[src/rtl/interrupt_ack_sequencer_8259a.sv]
// interrupt_ack_sequencer_8259a: INTA handshake sequencer for an 8259A-style PIC.
// Raises INT, freezes the acknowledged level, strobes the ISR, drives vector/CALL bytes, auto-EOI.
//
// Ports:
//   clock, reset_n        clock and asynchronous active-low reset
//   inta_n                CPU acknowledge strobe (already synchronous)
//   interrupt_to_service  one-hot resolved request, 0 = none
//   mode_8086, auto_eoi   ICW4 uPM / AEOI
//   vector_base           ICW2 T7..T3
//   call_base             {ICW2 A15..A8, ICW1 A7..A5}
//   interrupt_to_cpu      INT pin
//   latch_in_service      one-cycle ISR set strobe, with interrupt (one-hot level)
//   end_of_interrupt      one-cycle auto-EOI clear mask
//   data_out, data_out_enable  data bus byte and drive enable
//
// Build option: define MCS80_CALL_MODE_EN to support the 3-pulse MCS-80 CALL sequence;
// otherwise mode_8086/call_base are ignored and the 2-pulse 8086 sequence is always used.
module interrupt_ack_sequencer_8259a #(
    parameter logic [2:0] SPURIOUS_LEVEL = 3'd7
) (
    input  logic        clock,
    input  logic        reset_n,
    input  logic        inta_n,
    input  logic [7:0]  interrupt_to_service,
    input  logic        mode_8086,
    input  logic        auto_eoi,
    input  logic [4:0]  vector_base,
    input  logic [10:0] call_base,
    output logic        interrupt_to_cpu,
    output logic        latch_in_service,
    output logic [7:0]  interrupt,
    output logic [7:0]  end_of_interrupt,
    output logic [7:0]  data_out,
    output logic        data_out_enable
);

    typedef enum logic [2:0] {
        IDLE,
        P1,
        G1,
        P2,
        G2,
        P3
    } state_t;

    state_t     state;
    state_t     state_d;
    logic       inta_q;
    logic [2:0] acked_level;
    logic [2:0] level_d;
    logic       spurious;
    logic       spur_d;

    logic       int_d;
    logic       latch_d;
    logic [7:0] intr_d;
    logic [7:0] eoi_d;
    logic [7:0] dout_d;
    logic       den_d;

    logic       fall;
    logic       rise;
    logic       mcs;
    logic [7:0] call_lo;
    logic [7:0] call_hi;
    logic [7:0] p2_byte;
    logic [7:0] eoi_mask;
    logic [2:0] req_level;
    logic       has_req;

    assign fall = inta_q & ~inta_n;
    assign rise = ~inta_q & inta_n;
    assign has_req = |interrupt_to_service;

`ifdef MCS80_CALL_MODE_EN
    assign mcs     = ~mode_8086;
    assign call_lo = {call_base[2:0], acked_level, 2'b00};
    assign call_hi = call_base[10:3];
`else
    logic unused_cfg;
    assign unused_cfg = ^{mode_8086, call_base};
    assign mcs        = 1'b0;
    assign call_lo    = 8'h00;
    assign call_hi    = 8'h00;
`endif

    assign p2_byte  = mcs ? call_lo : {vector_base, acked_level};
    // A spurious acknowledge never set an ISR bit, so it must not clear one.
    assign eoi_mask = (auto_eoi && !spurious) ? (8'd1 << acked_level) : 8'd0;

    always_comb begin
        req_level = 3'd0;
        unique case (1'b1)
            interrupt_to_service[0]: req_level = 3'd0;
            interrupt_to_service[1]: req_level = 3'd1;
            interrupt_to_service[2]: req_level = 3'd2;
            interrupt_to_service[3]: req_level = 3'd3;
            interrupt_to_service[4]: req_level = 3'd4;
            interrupt_to_service[5]: req_level = 3'd5;
            interrupt_to_service[6]: req_level = 3'd6;
            interrupt_to_service[7]: req_level = 3'd7;
            default:                 req_level = 3'd0;
        endcase
    end

    // Outputs are computed for the state being entered and registered,
    // so each effect appears the cycle after the strobe edge is seen.
    always_comb begin
        state_d = state;
        level_d = acked_level;
        spur_d  = spurious;
        int_d   = 1'b0;
        latch_d = 1'b0;
        intr_d  = 8'h00;
        eoi_d   = 8'h00;
        dout_d  = 8'h00;
        den_d   = 1'b0;
        unique case (state)
            IDLE: begin
                int_d = has_req & ~fall;
                if (fall) begin
                    state_d = P1;
                    if (has_req) begin
                        level_d = req_level;
                        spur_d  = 1'b0;
                        latch_d = 1'b1;
                        intr_d  = interrupt_to_service;
                    end else begin
                        level_d = SPURIOUS_LEVEL;
                        spur_d  = 1'b1;
                    end
                    if (mcs) begin
                        dout_d = 8'hCD;
                        den_d  = 1'b1;
                    end
                end
            end
            P1: begin
                if (rise) begin
                    state_d = G1;
                end else if (mcs) begin
                    dout_d = 8'hCD;
                    den_d  = 1'b1;
                end
            end
            G1: begin
                if (fall) begin
                    state_d = P2;
                    dout_d  = p2_byte;
                    den_d   = 1'b1;
                end
            end
            P2: begin
                if (rise) begin
                    if (mcs) begin
                        state_d = G2;
                    end else begin
                        state_d = IDLE;
                        eoi_d   = eoi_mask;
                    end
                end else begin
                    dout_d = p2_byte;
                    den_d  = 1'b1;
                end
            end
            G2: begin
                if (fall) begin
                    state_d = P3;
                    dout_d  = call_hi;
                    den_d   = 1'b1;
                end
            end
            P3: begin
                if (rise) begin
                    state_d = IDLE;
                    eoi_d   = eoi_mask;
                end else begin
                    dout_d = call_hi;
                    den_d  = 1'b1;
                end
            end
            default: state_d = IDLE;
        endcase
    end

    always_ff @(posedge clock or negedge reset_n) begin
        if (!reset_n) begin
            state            <= IDLE;
            inta_q           <= 1'b1;
            acked_level      <= 3'd0;
            spurious         <= 1'b0;
            interrupt_to_cpu <= 1'b0;
            latch_in_service <= 1'b0;
            interrupt        <= 8'h00;
            end_of_interrupt <= 8'h00;
            data_out         <= 8'h00;
            data_out_enable  <= 1'b0;
        end else begin
            state            <= state_d;
            inta_q           <= inta_n;
            acked_level      <= level_d;
            spurious         <= spur_d;
            interrupt_to_cpu <= int_d;
            latch_in_service <= latch_d;
            interrupt        <= intr_d;
            end_of_interrupt <= eoi_d;
            data_out         <= dout_d;
            data_out_enable  <= den_d;
        end
    end

endmodule

[config.mk]
export PLATFORM = sky130hd
export DESIGN_NAME = interrupt_ack_sequencer_8259a
export DESIGN_NICKNAME = d
export VERILOG_FILES = /design/src/rtl/interrupt_ack_sequencer_8259a.sv
export SDC_FILE = /design/constraint.sdc
export NUM_CORES = 1
export LEC_CHECK = 0
export ABC_AREA = 0
export BUFFER_PORTS_ARGS = -buffer_cell sky130_fd_sc_hd__buf_2
export CORE_MARGIN = 10
export CORE_UTILIZATION = 46
export DETAILED_ROUTE_END_ITERATION = 8
export PLACE_DENSITY = 0.87
export SKIP_CTS_REPAIR_TIMING = 1
export SYNTH_ARGS = -nofsm -noshare
export SYNTH_HDL_FRONTEND = slang
export SYNTH_SLANG_ARGS = --single-unit
[constraint.sdc]
create_clock -name clock -period 1.98 [get_ports clock]
set_clock_uncertainty 0.15 [all_clocks]
set_input_delay 0.297 -clock clock [delete_from_list [all_inputs] [get_ports clock]]
set_output_delay 0.297 -clock clock [all_outputs]
set_load 0.05 [all_outputs]
# Word level (Yosys, flattened, before mapping)
# Cells that the tools add are included.
dict set report word_totals {
  register_bits 35
  in_bits 29
  wordCells 60
}
dict set report classes {
  n_eq_ne 10
  shifts 1
  mux 25
  bitwise 6
  n_reduce_logical 8
}
# cell count
set ops {}
lappend ops {{$mux W8} 8}
lappend ops {{$pmux W3 S7} 1}
lappend ops {{$mux W3} 6}
lappend ops {{$pmux W8 S2} 1}
lappend ops {{$pmux W3 S5} 1}
lappend ops {{$ne A2 B2 Y1 const B} 4}
lappend ops {{$reduce_or A8 Y1} 1}
lappend ops {{$shl A1 B3 Y8 const A} 1}
lappend ops {{$mux W1} 7}
lappend ops {{$eq A3 B2 Y1 const B} 2}
lappend ops {{$eq A3 B3 Y1 const B} 2}
lappend ops {{$reduce_and A5 Y1} 1}
lappend ops {{$reduce_or A2 Y1} 2}
lappend ops {{$and A1 B1 Y1} 3}
lappend ops {{$eq A3 B1 Y1 const B} 1}
lappend ops {{$logic_not A3 Y1} 1}
lappend ops {{$not A1 Y1} 3}
lappend ops {{$ne A2 B1 Y1 const B} 1}
lappend ops {{$pmux W1 S2} 1}
lappend ops {{$reduce_and A2 Y1} 1}
lappend ops {{$logic_and A1 B1 Y1} 1}
lappend ops {{$logic_not A1 Y1} 1}

# Depth between registers and ports, before layout
# Gate-level depths: netlist of the first run.
dict set report depth {
  depth_word 5
  depth_mapped 5
  mapped_depth_nobuf 3
}

# Least setup slack after synthesis of the first run
# No wires, ideal clock.
dict set report synth_path {
  path_type {reg2reg}
  from {register inta_q}
  to {register spurious}
  setup_time_ps 128
  arrival_ps 1269
  setup_slack_ps 433
  path_stages_with_launch 4
  period_less_slack_ps 1547
  path_cell_list {dfstp_2 nor2b_1 and2_1 mux2_1}
}
dict set report synth_between {
  elab_chain_len 2
}
# element line_no
set synth_rtl {}
lappend synth_rtl {{start, declared} 48} ;# logic inta_q;
lappend synth_rtl {{start signal, assigned} 200} ;# inta_q <= inta_n;
lappend synth_rtl {{$and A1 B1 Y1} 71} ;# assign fall = inta_q & ~inta_n;
lappend synth_rtl {{$reduce_and A2 Y1 (no source line)} n/a}
lappend synth_rtl {{end signal, assigned} 202} ;# spurious <= spur_d;
lappend synth_rtl {{end, declared} 51} ;# logic spurious;
# No other way between the ends.
# A chain may end at the register's enable or synchronous reset.

# Final worst setup path of the first run
dict set report layout_path {
  from {input port inta_n}
  to {register spurious}
}
dict set report layout_between {
  elab_chain_len 3
}
# element line_no
set layout_rtl {}
lappend layout_rtl {{start, declared} 23} ;# input logic inta_n,
lappend layout_rtl {{$not A1 Y1} 71}
lappend layout_rtl {{$and A1 B1 Y1} 71}
lappend layout_rtl {{$reduce_and A2 Y1 (no source line)} n/a}
# No other way between the ends.

==> run summary, run 1 <==
Status -> completed
Starting Density -> 47.6%
Antenna fix cells -> 0
Core area -> 2710 um2
Clk_lat worst skew -> 0.33 ns
Commonest non-fill, non-tap cells in the layout -> buf_2, dfrtp_1, and2_1
Worst-path cell chain -> dlygate4sd3_1 > buf_2 > nor2b_1 > and2_1 > mux2_1
FMAX -> 599 MHz
Slew @ Worst Pin -> 0.742 ns
Avg Synthesized Cell Area -> 12.8 um2
DIE AREA -> 5320 um2
Slew headroom -> 50.5%
HPWL Detailed -> 2050 um
Hold WS -> 0.0184 ns
Min Tclk post-route -> 1.67 ns
CP Capture Type -> flop
Vias in the first global route -> 995
Routability cong. -> 0.770
Longest Clk Path Bufs -> 2
I/O Pins -> 56
Total track usage -> 10.9%
Via/cell ratio -> 5.08
Synth warn -> 0
Synth cell types -> 28
Core Util, Final -> 60.7%
TNS Setup -> 0 ns
Mapped Area -> 1290 um2
Crit-path slowest cell -> dlygate4sd3_1
HP Class -> primary input to flop
Final Max Tran Viols -> 0
Post-synth EDFFs -> 0
Largest net degree at the start of global routing -> 36
Sink Count -> 35
Router iterations before antenna repair -> 4
Initial antenna violation count -> 0
CP top delay family -> buffers and inverters
Crit-path max cell delay -> 0.53 ns
R2r setup slk -> 0.36 ns
H-tree Lvls -> 2
Syn Inst Count -> 101
Final-stage net count -> 182
Clock-pin slew on the worst setup and hold paths -> 0.09 ns
Fin. Hold Viols -> 0
Synth Net Count -> 130
Antenna Nets Post-Route -> 0
Row cnt -> 19
Post-synth ARST share -> 100%
Die Wd -> 72.9 um
Max cap viols -> 0
CP required -> 2.05 ns
Worst Path Buf+Inv -> 2
Root Driver -> clkbuf_4
Crit path DAT -> 1.73 ns
Total wire length -> 2750 um
CTS tree -> yes
Startpoint Class -> primary input
Area delta synth->final -> 27.6%
CTS Buf Count -> 5
RSZ-0062 raised after global routing -> false
VDD IR max -> 0.791 mV
First-pass GRT wire length -> 4460 um
Die H -> 72.9 um
Via count -> 939
Tcrit/Tclk final -> 84.3%
Register area share after synthesis -> 68.1%
IO buf count -> 43
Count of final setup violators -> 0
Share of layout cells above drive strength 1 -> 37.0%
Ys flop type -> dfrtp_1
Drt drc -> 0
Setup Crit Path Kind -> primary input to flop
Routed wire per std cell -> 14.8 um
Cell leakage power -> 0.902 nW
Pwr Density -> 1080 nW/um2
Post-synthesis register bit count -> 35
Filler cell count -> 238
Remaining global-route overflow -> 0
Most common cell after layout, fill and taps aside -> buf_2
CP max FO -> 6
DRT iter0 DRCs -> 34
metal layers:
| layer | share of wire (%) | routed length [um] | track usage (%) | up-vias |
|---|---|---|---|---|
| li1 | - | - | - | 455 |
| met1 | 36 | 998 | 9.74 | 449 |
| met2 | 51 | 1400 | 18.1 | 30 |
| met3 | 11 | 296 | 7.07 | 5 |
| met4 | 1.8 | 49 | 6.33 | 0 |
| met5 | 0 | 0 | 0 | - |
cells in the mapped netlist (2+ instances only):
library cell,number,area [um2]
a31oi_1,3,18.8
nor2b_1,4,25.0
and2_1,9,56.3
nand3b_1,2,15.0
nor3b_1,2,15.0
nor2_1,5,18.8
or4_4,2,22.5
and3_1,7,43.8
nor3_1,8,40.0
a21oi_1,4,20.0
clkbuf_1,2,7.51
nand2b_1,2,12.5
dfrtp_1,34,851
xor2_1,2,17.5
inv_1,2,7.51
power breakdown:
part	internal (mW)	total (mW)	switching [mW]
Combinational	0.140	0.490	0.350
Sequential	0.801	0.860	0.0596
Clock	0.209	0.425	0.216
cells by family (layout without fill, tap and decap cells):
logic type / Yosys count / count (layout) / synth area share, %
compound gates: 11 / 11 / 5.63
xor+xnor: 2 / 2 / 1.36
buf+inv: 5 / 58 / 1.55
flops: 35 / 35 / 68.1
mux: 1 / 1 / 0.874
simple gates: 47 / 47 / 22.5
through the flow:
step / setup slack, ns / std cells / power [mW] / instance area [um2]
3_3_place_gp: 0.435 / 174 / 1.35 / 1550
2_1_floorplan: 0.433 / 101 / 1.22 / 1290
4_1_cts: 0.370 / 182 / 1.80 / 1610
3_5_place_dp: 0.393 / 174 / 1.37 / 1550
6_report: 0.312 / 185 / 1.78 / 1640
5_1_grt: 0.243 / 185 / 1.87 / 1640
flip-flops by register name, summed over array words and instances, names as in the netlist:
name / flops
inta_q: 1
end_of_interrupt: 8
data_out: 8
state: 3
latch_in_service: 1
spurious: 1
interrupt: 8
interrupt_to_cpu: 1
acked_level: 3
data_out_enable: 1
path summary, 6_finish.rpt:
path,from,end,cells past startpoint
setup / recovery,inta_n,spurious,5
setup reg to reg,inta_q,spurious,3
hold / removal,vector_base[0],data_out[3],2
max in group asynchronous,reset_n,interrupt[6],2
hold reg to reg,spurious,spurious,1
min in group asynchronous,reset_n,data_out[3],2
layout make-up:
cell class / count / area [um2] / area share [%]
Sequential cell: 35 / 877 / 53.3
Multi-Input combinational cell: 61 / 392 / 23.8
Timing Repair Buffer: 48 / 260 / 15.8
Clock buffer: 8 / 68.8 / 4.19
Tap cell: 31 / 38.8 / 2.36
Inverter: 2 / 7.51 / 0.457
No activity file was read; power rests on OpenSTA's default activity.
==> run 2: changes to the inputs <==
- CORE_UTILIZATION: 46 -> 41
- PLACE_DENSITY: 0.87 -> 0.82
- clock period: 1.98 -> 1.5 ns (I/O delays scaled with it)
==> run 2 against run 1 <==
First-iteration DRC count up 82%. Cell area increased by 10%. Critical path depth shrank 2. Critical path type is now flop to flop. Critical endpoint unchanged. Largest cell class unchanged. Highest routed layer unchanged.
==> run summary, run 2 (synthesis results as in run 1) <==
Vias in the first global route -> 952 (was 995)
Worst Hold Path Cells -> 2 (unchanged)
Clk_lat worst skew -> 0.34 ns (was 0.33 ns)
Pwr Density -> 1400 nW/um2 (was 1080 nW/um2)
CTS Buf Count -> 5 (unchanged)
Flop pwr share -> 44.8% (was 48.5%)
Min Tclk post-route -> 1.46 ns
Crit-path max cell delay -> 0.48 ns (was 0.53 ns)
Slew headroom -> 72.4% (was 50.5%)
Initial antenna violation count -> 0 (unchanged)
Clock-pin slew on the worst setup and hold paths -> 0.11 ns (was 0.09 ns)
Setup Crit Path Kind -> flop to flop (was primary input to flop)
HPWL Detailed -> 2010 um (was 2050 um)
Most common cell after layout, fill and taps aside -> buf_2 (unchanged)
Count of final setup violators -> 0 (unchanged)
H-tree Lvls -> 2 (unchanged)
Final Max Tran Viols -> 0 (unchanged)
Stages on worst setup path -> 3 (was 5)
Filler cell count -> 247 (was 238)
Biggest registers after layout -> data_out: 8 flops, end_of_interrupt: 8 flops, interrupt: 8 flops (unchanged)
Power Internal -> 1.69 mW (was 1.15 mW)
Pwr Total -> 2.55 mW (was 1.78 mW)
RSZ-0062 raised after global routing -> false (unchanged)
IO buf count -> 43 (unchanged)
Via/cell ratio -> 4.58 (was 5.08)
Core area -> 3030 um2 (was 2710 um2)
Fin area -> 1810 um2 (was 1640 um2)
CP Capture Type -> flop (unchanged)
Startpoint Class -> flop (was primary input)
Remaining global-route overflow -> 0 (unchanged)
Drt drc -> 0 (unchanged)
CP required -> 1.57 ns (was 2.05 ns)
VDD IR max -> 0.534 mV (was 0.791 mV)
HP Class -> primary input to flop (unchanged)
Worst-path cell chain -> nor3_4 > and2_4 > mux2_1 (was dlygate4sd3_1 > buf_2 > nor2b_1 > and2_1 > mux2_1)
Share of layout cells above drive strength 1 -> 41.0% (was 37.0%)
Row cnt -> 20 (was 19)
Max cap viols -> 0 (unchanged)
Routability cong. -> 0.759 (was 0.770)
Routed wire per std cell -> 13.1 um (was 14.8 um)
Largest net degree at the start of global routing -> 36 (unchanged)
Area delta synth->final -> 40.8% (was 27.6%)
Placed cell area -> 1590 um2 (was 1550 um2)
R2R depth -> 3 (unchanged)
Sw Pwr -> 860 uW (was 626 uW)
Router iterations before antenna repair -> 4 (unchanged)
Clock power share -> 27.1% (was 23.9%)
Combinational share of power -> 28.0% (was 27.6%)
Total track usage -> 9.51% (was 10.9%)
Die Wd -> 76.1 um (was 72.9 um)
Status -> completed (unchanged)
First-pass GRT wire length -> 4400 um (was 4460 um)
I/O Pins -> 56 (unchanged)
Root Driver -> clkbuf_4 (unchanged)
Longest Clk Path Bufs -> 2 (unchanged)
Switching part of the total -> 33.8% (was 35.3%)
Cell leakage power -> 0.967 nW (was 0.902 nW)
Tcrit/Tclk final -> 97.1%
Starting Density -> 42.6% (was 47.6%)
Via count -> 962 (was 939)
Final-stage net count -> 194 (was 182)
Sink Count -> 35 (unchanged)
TNS Setup -> 0 ns (unchanged)
Fin. Hold Viols -> 0 (unchanged)
Crit-path slowest cell -> dfrtp_2 (was dlygate4sd3_1)
Antenna fix cells -> 0 (unchanged)
Commonest non-fill, non-tap cells in the layout -> buf_2, dfrtp_1, dlygate4sd3_1 (was buf_2, dfrtp_1, and2_1)
Antenna Nets Post-Route -> 0 (unchanged)
FMAX -> 687 MHz
CP max FO -> 5 (was 6)
CP top delay family -> flip-flops (was buffers and inverters)
CTS tree -> yes (unchanged)
DRT iter0 DRCs -> 62 (was 34)
DIE AREA -> 5790 um2 (was 5320 um2)
Slew @ Worst Pin -> 0.415 ns (was 0.742 ns)
Die H -> 76.1 um (was 72.9 um)
Total wire length -> 2750 um (about the same)
Crit path DAT -> 1.53 ns (was 1.73 ns)
Worst Path Buf+Inv -> 0 (was 2)
## run 2: changes by cell type in the layout (fill, tap and decap cells not counted), sizes merged
cell         delta
bufinv          +1
clkbuf          -2
buf             +4
clkinv          +1
dlygate4sd3     +8
## run 2: metrics by stage
step                utilization, %  instances  worst slack, ns  hold WS (ns)
global route                  59.9        210          0.00131       0.00740
detailed placement            52.5        190           0.0297         0.125
CTS                           55.3        198          -0.0127        -0.262
global placement              52.5        190           0.0468         0.113
finish                        59.9        210           0.0440       0.00818
floorplan                        -        101          0.00278        -0.221
## run 2: per-layer routing
metal	GRT usage, %	share of wire [%]
met3	5.31	9.2
met5	0	0
met4	6.69	2.8
met1	9.23	41
met2	15.1	47
## run 2: power by group through the flow
| stage | registers [mW] | logic, mW | clock network, mW |
|---|---|---|---|
| after floorplan | 1.40 | 0.223 | 0 |
| after global placement | 1.14 | 0.650 | 0 |
| after detailed placement | 1.15 | 0.658 | 0 |
| after CTS | 1.13 | 0.661 | 0.715 |
| after global routing | 1.16 | 0.770 | 0.746 |
| final | 1.14 | 0.714 | 0.691 |
## run 2: area by class of cell
class                      instances  area, um2  area share, %
sequential                        35        880           48.5
multi-input combinational         61        415           22.9
timing repair buffer              60        370           20.4
tap                               44       55.1           3.03
clock buffer                       6       51.3           2.83
clock inverter                     2       35.0           1.93
inverter                           2       7.51          0.414
## run 2: worst paths after layout
kind	start	endpoint	slack (ns)
min in group asynchronous	reset_n	interrupt[1]	0.29
min reg2reg	spurious	spurious	0.34
max in group asynchronous	reset_n	inta_q	0.57
min	interrupt_to_service[3]	interrupt[3]	0.008
max	state[1]	spurious	0.04
max reg2reg	state[1]	spurious	0.04
## run 2: worst reg2reg max path, stage by stage (launching register included)
cell     delay, ns
dfrtp_2       0.48
nor3_4        0.22
and2_4        0.19
mux2_1        0.31
